<file path="src/rtl/bit_alu_slice.sv">
// N-bit ripple-carry ALU: replicated one-bit slices (full adder with B-invert, 8:1 result mux).
// One cycle from inputs to registered outputs; new inputs are accepted every cycle, no backpressure.

module bit_alu_bit (
  input  logic       a_i,
  input  logic       b_i,
  input  logic       c_i,
  input  logic [2:0] en_i,
  output logic       res_o,
  output logic       c_o
);

  logic b_eff;
  logic sum;

  always_comb begin
    b_eff = b_i ^ en_i[0];
    sum   = a_i ^ b_eff ^ c_i;
    c_o   = (a_i & b_eff) | (a_i & c_i) | (b_eff & c_i);
    res_o = 1'b0;
    case (en_i)
      3'b000:         res_o = b_i;
      3'b010, 3'b011: res_o = sum;
      3'b100:         res_o = a_i & b_i;
      3'b101:         res_o = a_i | b_i;
      3'b110:         res_o = a_i ^ b_i;
      default:        res_o = 1'b0;
    endcase
  end

endmodule

module bit_alu_slice #(
  parameter int WIDTH = 1
) (
  input  logic             clk,
  input  logic             reset,
  input  logic [WIDTH-1:0] a,
  input  logic [WIDTH-1:0] b,
  input  logic             cin,
  input  logic [2:0]       en,
  output logic [WIDTH-1:0] out,
  output logic             cout,
  output logic             zero,
  output logic             negative,
  output logic             overflow
);

  logic [WIDTH:0]   carry;
  logic [WIDTH-1:0] res_d;
  logic             is_arith;
  logic             cout_d;
  logic             zero_d;
  logic             negative_d;
  logic             overflow_d;

  logic [WIDTH-1:0] out_q;
  logic             cout_q;
  logic             zero_q;
  logic             negative_q;
  logic             overflow_q;

  assign carry[0] = cin;

  for (genvar i = 0; i < WIDTH; i++) begin : g_slice
    bit_alu_bit u_bit (
      .a_i   (a[i]),
      .b_i   (b[i]),
      .c_i   (carry[i]),
      .en_i  (en),
      .res_o (res_d[i]),
      .c_o   (carry[i+1])
    );
  end

  // Carry chain always runs; only add/sub give cout and overflow a meaning.
  always_comb begin
    is_arith   = (en == 3'b010) || (en == 3'b011);
    cout_d     = carry[WIDTH];
    zero_d     = ~|res_d;
    negative_d = res_d[WIDTH-1];
    overflow_d = is_arith ? (carry[WIDTH-1] ^ carry[WIDTH]) : 1'b0;
  end

  always_ff @(posedge clk or posedge reset) begin
    if (reset) begin
      out_q      <= '0;
      cout_q     <= 1'b0;
      zero_q     <= 1'b0;
      negative_q <= 1'b0;
      overflow_q <= 1'b0;
    end else begin
      out_q      <= res_d;
      cout_q     <= cout_d;
      zero_q     <= zero_d;
      negative_q <= negative_d;
      overflow_q <= overflow_d;
    end
  end

  assign out      = out_q;
  assign cout     = cout_q;
  assign zero     = zero_q;
  assign negative = negative_q;
  assign overflow = overflow_q;

endmodule

</file>
<file path="config.mk">
export PLATFORM = sky130hd
export DESIGN_NAME = bit_alu_slice
export DESIGN_NICKNAME = d
export VERILOG_FILES = /design/src/rtl/bit_alu_slice.sv
export SDC_FILE = /design/constraint.sdc
export NUM_CORES = 1
export LEC_CHECK = 0
export CAP_MARGIN = 20
export CORE_AREA = 2 2 39 41
export CTS_CLUSTER_SIZE = 28
export DETAILED_ROUTE_END_ITERATION = 7
export DIE_AREA = 0 0 41 43
export PLACE_DENSITY_LB_ADDON = 0.3
export SKIP_LAST_GASP = 1
export SLEW_MARGIN = 20
export SYNTH_ARGS = -nofsm -noshare
export SYNTH_HDL_FRONTEND = slang
export SYNTH_SLANG_ARGS = --single-unit
</file>
<file path="constraint.sdc">
create_clock -name clk -period 1.6 [get_ports clk]
set_clock_uncertainty 0.1 [all_clocks]
set_input_delay 0.24 -clock clk [delete_from_list [all_inputs] [get_ports clk]]
set_output_delay 0.24 -clock clk [all_outputs]
set_load 0.005 [all_outputs]
</file>
==> summary.md <==
| Metric | Value |
|---|---|
| WP data arrival | `1430 ps` |
| FMAX | `0.701 GHz` |
| Startpoint class of the critical path | `primary input` |
| WP data required | `1610 ps` |
| Ant. Diodes | `0` |
| WL/cell | `7.49 um` |
| Final Non-Filler Cells | `61` |
| First-pass GRT wire length | `814 um` |
| H-Tree Depth | `1` |
| CP cell instances | `dlygate4sd2_1, xnor2_1, fa_1, nor2_2, o22a_1` |
| Yosys reg bits | `4` |
| Clock transition at path regs | `40 ps` |
| Final hold vios | `0` |
| Most common cell after layout, fill and taps aside | `clkdlybuf4s50_1` |
| Die Y | `43 um` |
| Post-synth cell types | `15` |
| Initial DRT Pass Iterations | `1` |
| Rel. slew slack | `86.5%` |
| Initial DRC count | `0` |
| Final antenna-violating net count | `0` |
| # clock sinks | `4` |
| Crit Path Max Fanout | `2` |
| Hold Path Class | `primary input to async pin` |
| Dpl cells | `58` |
| Initial Utilization | `19.3%` |
| Most used DFF post-synth | `dfrtp_1` |
| Total die area | `1760 um^2` |
| Post-Route Setup TNS | `0 ps` |
| Rows | `14` |
| VDD IR max | `0.000225 V` |
| Average size of a mapped cell | `9.92 um^2` |
| CTS Buf Count | `3` |
| Most frequent cells in the layout | `clkdlybuf4s50_1 (8), inv_1 (4), dfrtp_1 (4), dlygate4sd2_1 (4), buf_4 (4)` |
| Maximum buffer depth of the clock tree | `2` |
| Setup-failing EPs final | `0` |
| Cts hold-fix bufs | `0` |
| Cell leakage power | `0.217 nW` |
| Root Buffer | `clkbuf_4` |
| Vias per cell | `3.82` |
| Cells after Synth | `27` |
| CTS tree | `built` |
| Core Region | `1380 um^2` |
| Max_cap viols | `0` |
| Port bufs | `12` |
| Largest net degree at the start of global routing | `6` |
| Cell area after synthesis | `268 um^2` |
| Initial antenna violation count | `0` |
| Area added between synthesis and finish | `68.2%` |
| Synthesis Warnings | `0` |
| Sequential fraction of the synthesis area | `37.4%` |
| Status | `finished, final reports clean` |
| Minimum clock period | `1430 ps` |
| Total gr overflow | `0` |
| Final Cycle Share | `89.1%` |
| Final wirelength | `457 um` |
| Worst slew pin tran | `202 ps` |
| DRC | `0` |
| Count of final max-slew check failures | `0` |
| Crit. End Element | `register` |
| EDFF count, synth | `0` |
| Syn_nets | `38` |
| Die width | `41 um` |
| Vias in the first global route | `226` |
| Total Routing Usage GR | `7.05%` |
| WS Path Type | `primary input to register` |
| Placer Congestion | `0.637` |
| Pwr dens | `748 nW/um^2` |
| CP max stage cell | `fa_1` |
| Final net count | `58` |
| Asr flop ratio synth | `100%` |
| Boundary Pins | `13` |
| Via count | `233` |
| Slowest stage delay, CP | `540 ps` |
| Share of cells above drive strength 1 | `26.7%` |
| RSZ-0062 raised after global routing | `no` |
## per-stage QoR
| step | hold WS (ps) | instance area, um^2 | util, % | total power [mW] | setup WS (ps) |
|---|---|---|---|---|---|
| after floorplan | -93.9 | 268 | - | 0.163 | 258 |
| after global placement | 334 | 430 | 31.1 | 0.220 | -275 |
| after detailed placement | 331 | 430 | 31.1 | 0.221 | -287 |
| after CTS | 86.1 | 450 | 32.5 | 0.347 | 174 |
| after global routing | 110 | 450 | 32.5 | 0.367 | 108 |
| final | 89.2 | 450 | 32.5 | 0.337 | 174 |
## final cells by class
cell class | instances | area (um^2)
Clock buffer | 3 | 22.5
Fill cell | 152 | 933
Inverter | 5 | 18.8
Multi-Input combinational cell | 17 | 144
Sequential cell | 4 | 100
Tap cell | 16 | 20.0
Timing Repair Buffer | 16 | 145
## cell families after synthesis
logic type / share of synthesized area (%)
AOI/OAI and AO/OA: 15.0
xor gates and xnor gates: 6.54
adders and majority gates: 16.8
DFF: 37.4
and+or+nand+nor: 14.5
buffers and inverters: 9.81
## registers in the layout, indices dropped and copies added, names as in the netlist
signal,count
cout,1
out,1
overflow,1
zero,1
## worst max-delay path: cells and delay by family
kind,cells,cell delay (ps)
AND/OR/NAND/NOR,1,60
AO/OA/AOI/OAI,1,210
buffers and inverters,1,250
XOR/XNOR,1,140
adder cells (fa/ha/maj),1,540
## where the power goes
part	switching, mW	total [mW]	internal (mW)
combinational	0.0393	0.101	0.0622
sequential	0.00279	0.115	0.112
clock	0.0371	0.121	0.0836
## synthesized netlist by cell type, types with 2 or more instances
library cell | instances | area (um^2)
inv_1 | 5 | 18.8
dfrtp_1 | 4 | 100
ha_1 | 2 | 25.0
nor2_1 | 4 | 15.0
nand2_1 | 2 | 7.51
## routing by layer
| metal | track usage, % | share of wire [%] | vias up |
|---|---|---|---|
| met5 | 0 | 0 | - |
| li1 | - | - | 122 |
| met4 | 6.00 | 0 | 0 |
| met3 | 3.14 | 12 | 0 |
| met2 | 10.3 | 50 | 12 |
| met1 | 7.14 | 37 | 99 |
## worst max path at each step
stage / startpoint / to / slack [ps] / cells past startpoint
finish: b / out / 170 / 5
global route: b / zero / 110 / 5
CTS: b / out / 170 / 5
detailed placement: a / out / -290 / 5
global placement: a / out / -270 / 5
floorplan: en[0] / zero / 260 / 4
## what timing repair did
item                       4_1_cts  5_1_grt
setup buffers                    0        0
resized for setup                6        0
setup endpoints to repair        2        0
No activity file was read; power rests on OpenSTA's default activity.
